--- src/rtl/aclock_set_ctrl.sv ---
// Alarm clock user controller: turns button pulses into BCD time/alarm edits
// and timed load/stop strobes for the clock datapath.
module aclock_set_ctrl #(
  parameter int LOAD_CYCLES = 10,
  parameter int TIMEOUT     = 200,
  parameter int SNOOZE_MIN  = 5
) (
  input  logic       clk,
  input  logic       reset,
  input  logic       btn_mode,
  input  logic       btn_inc,
  input  logic       btn_snooze,
  input  logic       alarm_active,
  input  logic [1:0] cur_h1,
  input  logic [3:0] cur_h0,
  input  logic [3:0] cur_m1,
  input  logic [3:0] cur_m0,
  output logic [1:0] H_in1,
  output logic [3:0] H_in0,
  output logic [3:0] M_in1,
  output logic [3:0] M_in0,
  output logic       LD_time,
  output logic       LD_alarm,
  output logic       STOP_al,
  output logic       AL_ON,
  output logic [1:0] edit_field,
  output logic       edit_target,
  output logic       busy
);

  typedef enum logic [3:0] {
    IDLE, T_HOUR, T_MIN, LOAD_T, A_HOUR, A_MIN, LOAD_A, SNOOZE, DISMISS
  } state_t;

  localparam int CMAX = (TIMEOUT > LOAD_CYCLES) ? TIMEOUT : LOAD_CYCLES;
  localparam int CW   = $clog2(CMAX + 1);
  localparam logic [CW-1:0] TO_LAST = CW'(TIMEOUT - 1);
  localparam logic [CW-1:0] LD_LAST = CW'(LOAD_CYCLES);

  state_t        state;
  logic [CW-1:0] cnt;
  logic [1:0]    e_h1, s_h1, inc_h1, sn_h1;
  logic [3:0]    e_h0, e_m1, e_m0, s_h0, s_m1, s_m0;
  logic [3:0]    inc_h0, inc_m1, inc_m0, sn_h0, sn_m1, sn_m0;
  logic [7:0]    min_sum;
  logic [5:0]    hr_sum;
  logic          any_btn;

  assign any_btn     = btn_snooze | btn_mode | btn_inc;
  assign busy        = (state != IDLE);
  assign edit_target = (state == A_HOUR) || (state == A_MIN) || (state == LOAD_A);
  assign edit_field  = ((state == T_HOUR) || (state == A_HOUR)) ? 2'd1 :
                       ((state == T_MIN)  || (state == A_MIN))  ? 2'd2 : 2'd0;

  // BCD increment of the field being edited; hour wraps 23->00, minute 59->00
  always_comb begin
    inc_h1 = e_h1;
    inc_h0 = e_h0 + 4'd1;
    if (e_h1 == 2'd2 && e_h0 == 4'd3) begin
      inc_h1 = 2'd0;
      inc_h0 = 4'd0;
    end else if (e_h0 == 4'd9) begin
      inc_h1 = e_h1 + 2'd1;
      inc_h0 = 4'd0;
    end
    inc_m1 = e_m1;
    inc_m0 = e_m0 + 4'd1;
    if (e_m0 == 4'd9) begin
      inc_m0 = 4'd0;
      inc_m1 = (e_m1 == 4'd5) ? 4'd0 : e_m1 + 4'd1;
    end
  end

  // Snooze target: current time plus SNOOZE_MIN minutes, done in binary
  always_comb begin
    min_sum = 8'(cur_m1) * 8'd10 + 8'(cur_m0) + 8'(SNOOZE_MIN);
    hr_sum  = 6'(cur_h1) * 6'd10 + 6'(cur_h0);
    if (min_sum >= 8'd60) begin
      min_sum = min_sum - 8'd60;
      hr_sum  = hr_sum + 6'd1;
    end
    if (hr_sum >= 6'd24) hr_sum = hr_sum - 6'd24;
    sn_m1 = 4'(min_sum / 8'd10);
    sn_m0 = 4'(min_sum % 8'd10);
    sn_h1 = 2'(hr_sum / 6'd10);
    sn_h0 = 4'(hr_sum % 6'd10);
  end

  always_ff @(posedge clk or posedge reset) begin
    if (reset) begin
      state    <= IDLE;
      cnt      <= '0;
      {e_h1, e_h0, e_m1, e_m0} <= '0;
      {s_h1, s_h0, s_m1, s_m0} <= '0;
      {H_in1, H_in0, M_in1, M_in0} <= '0;
      LD_time  <= 1'b0;
      LD_alarm <= 1'b0;
      STOP_al  <= 1'b0;
      AL_ON    <= 1'b0;
    end else begin
      case (state)
        IDLE: begin
          cnt <= '0;
          if (alarm_active) begin
            if (btn_snooze) begin
              state <= SNOOZE;
              {H_in1, H_in0, M_in1, M_in0} <= {sn_h1, sn_h0, sn_m1, sn_m0};
            end else if (btn_mode) begin
              state <= DISMISS;
              {H_in1, H_in0, M_in1, M_in0} <= {s_h1, s_h0, s_m1, s_m0};
            end
          end else if (!btn_snooze) begin
            if (btn_mode) begin
              state <= T_HOUR;
              {e_h1, e_h0, e_m1, e_m0} <= {cur_h1, cur_h0, cur_m1, cur_m0};
            end else if (btn_inc) begin
              AL_ON <= ~AL_ON;
            end
          end
        end
        T_HOUR, T_MIN, A_HOUR, A_MIN: begin
          if (any_btn) cnt <= '0;
          else if (cnt == TO_LAST) begin
            state <= IDLE;
            cnt   <= '0;
          end else cnt <= cnt + 1'b1;
          // snooze has no function here but still outranks mode/inc
          if (!btn_snooze) begin
            if (btn_mode) begin
              case (state)
                T_HOUR: state <= T_MIN;
                T_MIN: begin
                  state <= LOAD_T;
                  {H_in1, H_in0, M_in1, M_in0} <= {e_h1, e_h0, e_m1, e_m0};
                end
                A_HOUR: state <= A_MIN;
                A_MIN: begin
                  state <= LOAD_A;
                  {H_in1, H_in0, M_in1, M_in0} <= {e_h1, e_h0, e_m1, e_m0};
                  {s_h1, s_h0, s_m1, s_m0}     <= {e_h1, e_h0, e_m1, e_m0};
                end
                default: state <= IDLE;
              endcase
            end else if (btn_inc) begin
              if (state == T_HOUR || state == A_HOUR) {e_h1, e_h0} <= {inc_h1, inc_h0};
              else {e_m1, e_m0} <= {inc_m1, inc_m0};
            end
          end
        end
        LOAD_T, LOAD_A, SNOOZE, DISMISS: begin
          // strobes rise one cycle after entry and stay up for LOAD_CYCLES
          if (cnt == LD_LAST) begin
            cnt      <= '0;
            LD_time  <= 1'b0;
            LD_alarm <= 1'b0;
            STOP_al  <= 1'b0;
            if (state == LOAD_T) begin
              state <= A_HOUR;
              {e_h1, e_h0, e_m1, e_m0} <= {s_h1, s_h0, s_m1, s_m0};
            end else begin
              state <= IDLE;
              if (state == LOAD_A) AL_ON <= 1'b1;
            end
          end else begin
            cnt      <= cnt + 1'b1;
            LD_time  <= (state == LOAD_T);
            LD_alarm <= (state != LOAD_T);
            STOP_al  <= (state == SNOOZE) || (state == DISMISS);
          end
        end
        default: state <= IDLE;
      endcase
    end
  end

endmodule

--- config.mk ---
export PLATFORM = sky130hd
export DESIGN_NAME = aclock_set_ctrl
export DESIGN_NICKNAME = d
export VERILOG_FILES = /design/src/rtl/aclock_set_ctrl.sv
export SDC_FILE = /design/constraint.sdc
export NUM_CORES = 1
export LEC_CHECK = 0
export BUFFER_PORTS_ARGS = -buffer_cell sky130_fd_sc_hd__buf_2
export CAP_MARGIN = 15
export CORE_MARGIN = 1.5
export CORE_UTILIZATION = 63
export CTS_BUF_LIST = sky130_fd_sc_hd__clkbuf_4 sky130_fd_sc_hd__clkbuf_8
export CTS_CLUSTER_SIZE = 16
export DETAILED_ROUTE_END_ITERATION = 6
export HOLD_SLACK_MARGIN = 0.05
export PLACE_DENSITY = 0.84
export SYNTH_ARGS = -nofsm -noshare
export SYNTH_HDL_FRONTEND = slang
export SYNTH_SLANG_ARGS = --single-unit
--- constraint.sdc ---
create_clock -name clk -period 4.1 [get_ports clk]
set_input_delay 0.615 -clock clk [delete_from_list [all_inputs] [get_ports clk]]
set_output_delay 0.615 -clock clk [all_outputs]
set_load 0.005 [all_outputs]
==> impl_summary.log, run 1 <==
INFO  metric grt_setup_unrepaired = yes
INFO  metric ant_nets = 0
INFO  metric grt_antenna_before_repair = 0
INFO  metric sequential_cell_fraction_of_total_power = 19.1%
INFO  metric maximum_level_of_the_cts_h_tree = 3
INFO  metric vias_in_the_first_global_route = 6301
INFO  metric post-synth-top-area-fraction = a little over a quarter
INFO  metric total_power = around 5.8 mW
INFO  metric power_frac_clock = 11.6%
INFO  metric number_of_optimization_iterations_in_the_first_detailed_route_pass = 7
INFO  metric pin_count_of_the_biggest_net_entering_global_routing = between 50 and 60
INFO  metric worst_path_max_delay_cell = sky130_fd_sc_hd__or3_1
INFO  metric post_synth_inst_count = 670
INFO  metric p_leak = around 3.2 nW
INFO  metric post_synth_num_cell_types = 84
INFO  metric clk-insertion-delay-late = ~0.35 ns
INFO  metric track_usage = a little over two fifths
INFO  metric number_of_synthesized_flops_with_an_enable_pin = 0
INFO  metric power_switching = roughly 2.9 mW
INFO  metric clkSinkCount = 58
INFO  metric cts.reportedPaths.clkPinSlew = around 0.07 ns
INFO  metric comb_power_share = between 60% and 70%
INFO  metric path_class = in -> reg
INFO  metric slew-limit-headroom = approximately 30%
INFO  metric mappedNetlistNets = 716
INFO  metric final_nets = 868
INFO  metric boundaryPins = 42
INFO  metric wirelength = 22100 microns
INFO  metric slowest_delay = 0.42 ns
INFO  metric route.vias.total = 6885
INFO  metric gp_congestion = 0.943
INFO  metric critical_path_peak_fanout = 5
INFO  metric globalRoute.totalOverflow = 0
INFO  metric crit_path_frequent_cell = sky130_fd_sc_hd__buf_4
INFO  metric skew = around 0.0067 ns
INFO  metric switching_share = 49.2%
INFO  metric drc_errors = a little under 100
INFO  metric kind_of_capture_point_of_the_worst_setup_path = flop
INFO  metric status = finished, violations left
INFO  metric internal_power = 2.96 mW
INFO  metric setup_viol = 11
INFO  metric post_route_cells_drive_above_1_share = between 30 and 40%
INFO  metric place_hpwl = around 12000 microns
INFO  metric synth_flop_cell = sky130_fd_sc_hd__dfrtp_1
INFO  metric timing.critical_path.cells = buf_8, ha_4, ha_4, inv_2, fa_2, nand2b_4, a211oi_2, buf_4, o21a_4, a2111oi_4, buf_4, or3_1, nand2_2, ha_4, inv_2, buf_4, o21ai_1, or3_1, a21boi_2, buf_4, o31ai_2, a31o_1, a21oi_1
INFO  metric synth_largest_area_cell = sky130_fd_sc_hd__dfrtp_1
INFO  metric timing.hold.worst.class = in -> async
INFO  metric synth_seq_cells = just under 60
INFO  metric fp.dieW = roughly 95 microns
INFO  metric final_number_of_max_transition_violations = 0
INFO  metric critPathArrivalTime = approximately 5.2 ns
INFO  metric vdd_ir_drop_max = roughly 0.5 mV
INFO  metric post_drt_via_cell_ratio = around 7.4
INFO  metric detailedPlace.worstSlack = -1.16 ns
INFO  metric design.die.area = between 8000 and 9000 sq um
INFO  metric num-fill-cells = 411
INFO  metric wl_per_cell = approximately 24 microns
INFO  metric finish.utilization = 88.8%
INFO  metric finalNonFillerCells = just over 900
INFO  metric period_share = 123%
INFO  metric yosysSeqAreaShare = 27.5%
INFO  metric tritoncts = done
INFO  metric die-height = 94.6 microns
INFO  metric async_reset_ff_share = 100%
INFO  metric fmax = a little under 0.2 GHz
INFO  metric violations = design-rule violations, negative setup slack
INFO  metric drt_first_iter_violations = between 1000 and 1500
INFO  metric max_cap_viol_count = 0
INFO  metric num_antenna_cells = 0
INFO  metric areaGrowthSynthToFinish = 37.5%
INFO  metric io_buffers = 41
INFO  metric post_synth_main_area_contributors = sky130_fd_sc_hd__dfrtp_1, sky130_fd_sc_hd__a21oi_1, sky130_fd_sc_hd__o21ai_0
INFO  metric numCtsBuffers = 9
INFO  metric placementRows = 33
INFO  metric final-seq-area = roughly 1500 sq um
INFO  metric core = a little over 8000 sq um
INFO  metric crit_required = 4.31 ns
INFO  metric synth.cell_area = between 5000 and 6000 sq um
INFO  metric final_critical_path_setup_slack = -0.926 ns
INFO  metric final_hold_viol_count = 0
INFO  metric multi_input_comb_area = 4010 sq um
INFO  metric tightest_pin_transition = approximately 1.0 ns
INFO  metric clock_root_buffer = sky130_fd_sc_hd__clkbuf_8
INFO  metric startpoint_type = input port
INFO  metric global_route_wire_length_before_repair = between 30000 and 40000 microns
INFO  metric total_power_per_unit_cell_area = 802 nW/um^2
INFO  metric final_period_minus_worst_setup_slack = roughly 5.0 ns
INFO  metric synthesis.area_per_instance = just under 8 sq um
INFO  metric yosysWarnings = 0
INFO  metric cts-hold-fix-buffers = 0
INFO  metric placedCellCount = ~900
INFO  metric clk_path_buf_depth = 2
INFO  metric initial_utilization = around 65%
per-stage QoR:
step | hold slack, ns | instance area, sq um | setup TNS (ns)
after floorplan | 0.460 | 5390 | -5.81
after global placement | 0.457 | 6460 | -8.18
after detailed placement | 0.470 | 6460 | -9.37
after CTS | 0.488 | 7030 | -3.67
after global routing | 0.511 | 7260 | -6.95
final | 0.463 | 7260 | -5.76
final timing paths:
check | from | to | slack [ns] | cells after the start
max | cur_m1[0] | H_in0[1] | -0.93 | 23
min reg2reg | H_in1[0] | H_in1[0] | 0.49 | 2
min | reset | H_in1[1] | 0.46 | 3
max reg2reg | state[2] | e_m1[0] | 0.65 | 9
max in group asynchronous | reset | state[2] | 3.13 | 3
min in group clk | H_in1[0] | H_in1[0] | 0.49 | 2
per-layer routing:
metal / up-vias / track usage, % / routed length [microns]
li1: 2794 / - / -
met1: 3115 / 49.2 / 7410
met2: 719 / 74.2 / 10000
met3: 257 / 10.1 / 2720
met4: 0 / 24.4 / 1990
met5: - / 0 / 0
cell usage in the layout, fill, tap and decap left out, types with 5 or more instances in the layout:
cell type                    n
sky130_fd_sc_hd__buf_4     122
sky130_fd_sc_hd__nand2_1    72
sky130_fd_sc_hd__a21oi_1    59
sky130_fd_sc_hd__o21ai_0    59
sky130_fd_sc_hd__dfrtp_1    58
sky130_fd_sc_hd__nor2_1     58
sky130_fd_sc_hd__buf_2      37
sky130_fd_sc_hd__inv_1      24
sky130_fd_sc_hd__nor3_1     17
sky130_fd_sc_hd__buf_6      16
sky130_fd_sc_hd__nand3_1    12
sky130_fd_sc_hd__xnor2_1    12
sky130_fd_sc_hd__o21ai_1    12
sky130_fd_sc_hd__a221oi_1   12
sky130_fd_sc_hd__ha_1       12
sky130_fd_sc_hd__ha_4       11
sky130_fd_sc_hd__clkbuf_8   11
sky130_fd_sc_hd__a31oi_1    10
sky130_fd_sc_hd__mux2_2      9
sky130_fd_sc_hd__a211oi_1    9
sky130_fd_sc_hd__o211ai_1    8
sky130_fd_sc_hd__nor3_2      7
sky130_fd_sc_hd__nor2b_1     6
sky130_fd_sc_hd__o21a_1      6
sky130_fd_sc_hd__nand3b_1    6
sky130_fd_sc_hd__and3_1      5
sky130_fd_sc_hd__o22ai_1     5
sky130_fd_sc_hd__or3_1       5
sky130_fd_sc_hd__a21oi_2     5
cells by family (layout without fill, tap and decap cells):
family	after synthesis	in the layout	synth area share (%)
adders and majority gates	27	27	6.78
xor gates and xnor gates	24	24	4.53
muxes	14	14	2.96
and+or+nand+nor	227	227	20.4
DFF	58	58	27.5
AOI/OAI and AO/OA	255	255	32.7
buffers and inverters	65	222	5.14
state kept, by name, summed over array words and instances (netlist names):
signal    cells
e_m0          4
s_h0          4
cnt           8
state         4
e_h0          4
s_h1          2
M_in1         4
s_m1          4
LD_alarm      1
LD_time       1
e_m1          4
s_m0          4
M_in0         4
AL_ON         1
e_h1          2
H_in0         4
H_in1         2
STOP_al       1
final cells by class:
| type | count | share of cell area, % |
|---|---|---|
| clock buffer | 11 | 2.08 |
| clock inverter | 5 | 1.38 |
| inverter | 29 | 1.53 |
| multi-input combinational | 547 | 55.2 |
| sequential | 58 | 20.0 |
| tap | 105 | 1.81 |
| timing repair buffer | 177 | 18.1 |
worst max-delay path, delay by kind of cell:
kind / cells / cell delay (ns)
buffers and inverters: 7 / 0.90
AOI/OAI and AO/OA: 8 / 1.58
adders and majority gates: 4 / 1.02
and+or+nand+nor: 4 / 1.12
power by group through the flow:
| stage | sequential, mW | combinational (mW) | clock [mW] |
|---|---|---|---|
| finish | 1.12 | 4.04 | 0.675 |
| global route | 1.13 | 4.22 | 0.693 |
| CTS | 1.08 | 3.41 | 0.669 |
| detailed placement | 1.08 | 3.18 | 0 |
| global placement | 1.06 | 3.05 | 0 |
| floorplan | 0.957 | 2.13 | 0 |
cell usage after synthesis, types with 5 or more instances:
cell,n
sky130_fd_sc_hd__o22ai_1,6
sky130_fd_sc_hd__clkbuf_1,28
sky130_fd_sc_hd__o21ai_0,61
sky130_fd_sc_hd__o211ai_1,8
sky130_fd_sc_hd__and3_1,5
sky130_fd_sc_hd__or3_1,5
sky130_fd_sc_hd__o21ai_1,12
sky130_fd_sc_hd__nand2b_1,5
sky130_fd_sc_hd__nand2_1,76
sky130_fd_sc_hd__inv_1,29
sky130_fd_sc_hd__nand3_1,14
sky130_fd_sc_hd__xnor2_1,17
sky130_fd_sc_hd__a21oi_1,61
sky130_fd_sc_hd__nor3_1,23
sky130_fd_sc_hd__nand3b_1,6
sky130_fd_sc_hd__nor2_1,63
sky130_fd_sc_hd__a221oi_1,12
sky130_fd_sc_hd__a211oi_1,9
sky130_fd_sc_hd__a31oi_1,11
sky130_fd_sc_hd__mux2_2,9
sky130_fd_sc_hd__nor2b_1,7
sky130_fd_sc_hd__dfrtp_1,58
sky130_fd_sc_hd__ha_1,23
sky130_fd_sc_hd__o21a_1,7
repair_timing:
item / CTS / global route
pin swaps: 44 / 23
gates resized for setup: 55 / 35
hold endpoints to repair: 0 / 0
setup buffers: 13 / 7
endpoints found under the setup margin: 12 / 12
Power figures use the tool's default switching activity.
==> run 2: changes to the inputs <==
- CORE_UTILIZATION: 63 -> 42
- PLACE_DENSITY: 0.84 -> 0.6
==> run 2 against run 1 <==
Compared with the run above:
- the flow finishes with violations (negative setup slack)
- cell count increased by 7.6%
- via count decreased by 15%
- design area increased by 1.4%
- maximum frequency increased by 6.7%
- sequential cell count unchanged
- worst setup slack improved by 0.31 ns
- hold slack got worse by 0.10 ns
- clock skew increased by 0.0090 ns
- clock power decreased by 9.3%
==> impl_summary.log, run 2 (synthesis gave the netlist of run 1 again) <==
INFO  metric status = finished, violations left
INFO  metric violations = negative setup slack
INFO  metric clk_path_buf_depth = 2
INFO  metric period_share = 115%
INFO  metric core = between 10000 and 15000 sq um
INFO  metric most-common-layout-cells = sky130_fd_sc_hd__buf_4, sky130_fd_sc_hd__nand2_1, sky130_fd_sc_hd__nor2_1, sky130_fd_sc_hd__dfrtp_1, sky130_fd_sc_hd__a21oi_1
INFO  metric die-height = roughly 120 microns
INFO  metric grt_antenna_before_repair = 0
INFO  metric finalNonFillerCells = about 1000
INFO  metric fp.dieW = approximately 120 microns
INFO  metric skew = ~0.016 ns
INFO  metric setup_viol = 11
INFO  metric crit_required = ~4.3 ns
INFO  metric cpLargestDelayFamily = adder cells
INFO  metric final_nets = between 800 and 900
INFO  metric startpoint_type = input port
INFO  metric fmax = ~0.21 GHz
INFO  metric cts.reportedPaths.clkPinSlew = roughly 0.070 ns
INFO  metric io_buffers = 41
INFO  metric timing.critical_path.cells = buf_8, ha_4, ha_4, inv_2, fa_2, inv_4, ha_4, and4_4, or2_4, a2111o_1, and3_4, nor2_4, ha_4, or4_4, nand3_2, o311a_4, o22ai_4, ha_4, buf_4, a211oi_2, a2111oi_2, o21ai_1
INFO  metric gp_congestion = ~0.94
INFO  metric finish.utilization = 60.5%
INFO  metric route.vias.total = about 5800
INFO  metric multi_input_comb_area = 4000 sq um
INFO  metric timing.hold.worst.class = in -> async
INFO  metric wl_per_cell = around 17 microns
INFO  metric largest_register_ff_count = 8
INFO  metric initial_utilization = between 40% and 50%
INFO  metric boundaryPins = between 40 and 50
INFO  metric clock_root_buffer = sky130_fd_sc_hd__clkbuf_8
INFO  metric pin_count_of_the_biggest_net_entering_global_routing = 34
INFO  metric largest-register = cnt
INFO  metric hold_worst_slack = 0.363 ns
INFO  metric post_route_cells_drive_above_1_share = between 30% and 40%
INFO  metric slowest_delay = roughly 0.55 ns
INFO  metric critical_path_peak_fanout = 5
INFO  metric maximum_level_of_the_cts_h_tree = 3
INFO  metric clk-insertion-delay-late = roughly 0.35 ns
INFO  metric number_of_optimization_iterations_in_the_first_detailed_route_pass = 5
INFO  metric drt_first_iter_violations = 446
INFO  metric placementRows = 40
INFO  metric final-seq-area = roughly 1500 sq um
INFO  metric global_route_wire_length_before_repair = 26800 microns
INFO  metric tightest_pin_transition = about 0.94 ns
INFO  metric globalRoute.totalOverflow = 0
INFO  metric cp_num_buf_inv = 4
INFO  metric numCtsBuffers = 9
INFO  metric vdd_ir_drop_max = ~0.36 mV
INFO  metric kind_of_capture_point_of_the_worst_setup_path = flop
INFO  metric final_hold_viol_count = 0
INFO  metric wirelength = roughly 17000 microns
INFO  metric tritoncts = done
INFO  metric ant_nets = 0
INFO  metric num_antenna_cells = 0
INFO  metric grt_setup_unrepaired = yes
INFO  metric path_class = in -> reg
INFO  metric layout.cells.most_common = sky130_fd_sc_hd__buf_4
INFO  metric final_number_of_max_transition_violations = 0
INFO  metric drc_errors = 0
INFO  metric place_hpwl = between 10000 and 15000 microns
INFO  metric max_cap_viol_count = 0
INFO  metric p_leak = ~3.2 nW
INFO  metric clkSinkCount = 58
INFO  metric areaGrowthSynthToFinish = 39.4%
INFO  metric placedCellCount = 965
INFO  metric worst_path_max_delay_cell = sky130_fd_sc_hd__fa_2
INFO  metric track_usage = between 20 and 30%
INFO  metric slew-limit-headroom = between 30% and 40%
INFO  metric design.die.area = about 13000 sq um
INFO  metric total_power_per_unit_cell_area = 728 nW/um^2
INFO  metric crit_path_frequent_cell = sky130_fd_sc_hd__ha_4
INFO  metric num-fill-cells = ~1100
INFO  metric post_drt_via_cell_ratio = ~5.8
INFO  metric critPathArrivalTime = 4.93 ns
INFO  metric vias_in_the_first_global_route = about 5500
INFO  metric final_period_minus_worst_setup_slack = 4.71 ns
INFO  metric final_critical_path_setup_slack = -0.612 ns
INFO  metric total_power = ~5.4 mW
run 2: changes by cell type in the layout (fill, tap and decap cells not counted), sizes merged:
cell	change
bufinv	-1
clkbuf	+2
buf	+9
clkinv	-2
run 2: worst reg2reg max path, delay by kind of cell, from the launching register on:
kind	cells	cell delay [ns]
compound gates	5	1.02
simple gates	4	1.45
flops	1	0.59
run 2: final timing paths:
kind | from | to | slack, ns | cells past startpoint
setup / recovery | cur_m1[0] | H_in0[2] | -0.61 | 22
hold / removal | reset | cnt[3] | 0.36 | 2
setup reg to reg | state[2] | e_m1[0] | 0.89 | 9
hold reg to reg | M_in1[3] | M_in1[3] | 0.47 | 2
max in group asynchronous | reset | s_m1[0] | 2.90 | 3
min in group clk | M_in1[3] | M_in1[3] | 0.47 | 2
run 2: through the flow:
step           TNS [ns]  instance area, sq um  worst slack [ns]
3_3_place_gp      -8.66                  6570             -1.10
4_1_cts           -3.80                  6980            -0.681
5_1_grt           -5.41                  7360            -0.726
3_5_place_dp      -9.75                  6570             -1.24
2_1_floorplan     -5.81                  5390             -1.11
6_report          -4.08                  7360            -0.612
run 2: routing by layer:
| layer | share of wire, % | vias up | track usage, % |
|---|---|---|---|
| li1 | - | 2813 | - |
| met4 | 1.8 | 0 | 6.83 |
| met5 | 0 | - | 0 |
| met1 | 45 | 2785 | 35.0 |
| met2 | 47 | 211 | 41.2 |
| met3 | 5.7 | 31 | 4.74 |
run 2: cell type report:
| cell class | instances | share of cell area, % |
|---|---|---|
| flip-flops and latches | 58 | 19.7 |
| multi-input cells | 547 | 54.3 |
| clock inverters | 2 | 0.816 |
| well taps | 168 | 2.86 |
| clock buffers | 13 | 2.26 |
| repair buffers | 186 | 18.5 |
| inverters | 29 | 1.51 |
run 2: what timing repair did:
action / CTS / global route
setup buffers: 9 / 16
resized for setup: 25 / 59
hold buffers: 0 / 0
pin swaps: 26 / 36
endpoints found under the setup margin: 11 / 12
run 2: report_power, final:
group          switching (mW)  total (mW)  internal, mW
clock                   0.226       0.612         0.386
combinational            1.96        3.67          1.71
sequential              0.285        1.08         0.796
total                    2.47        5.36          2.89
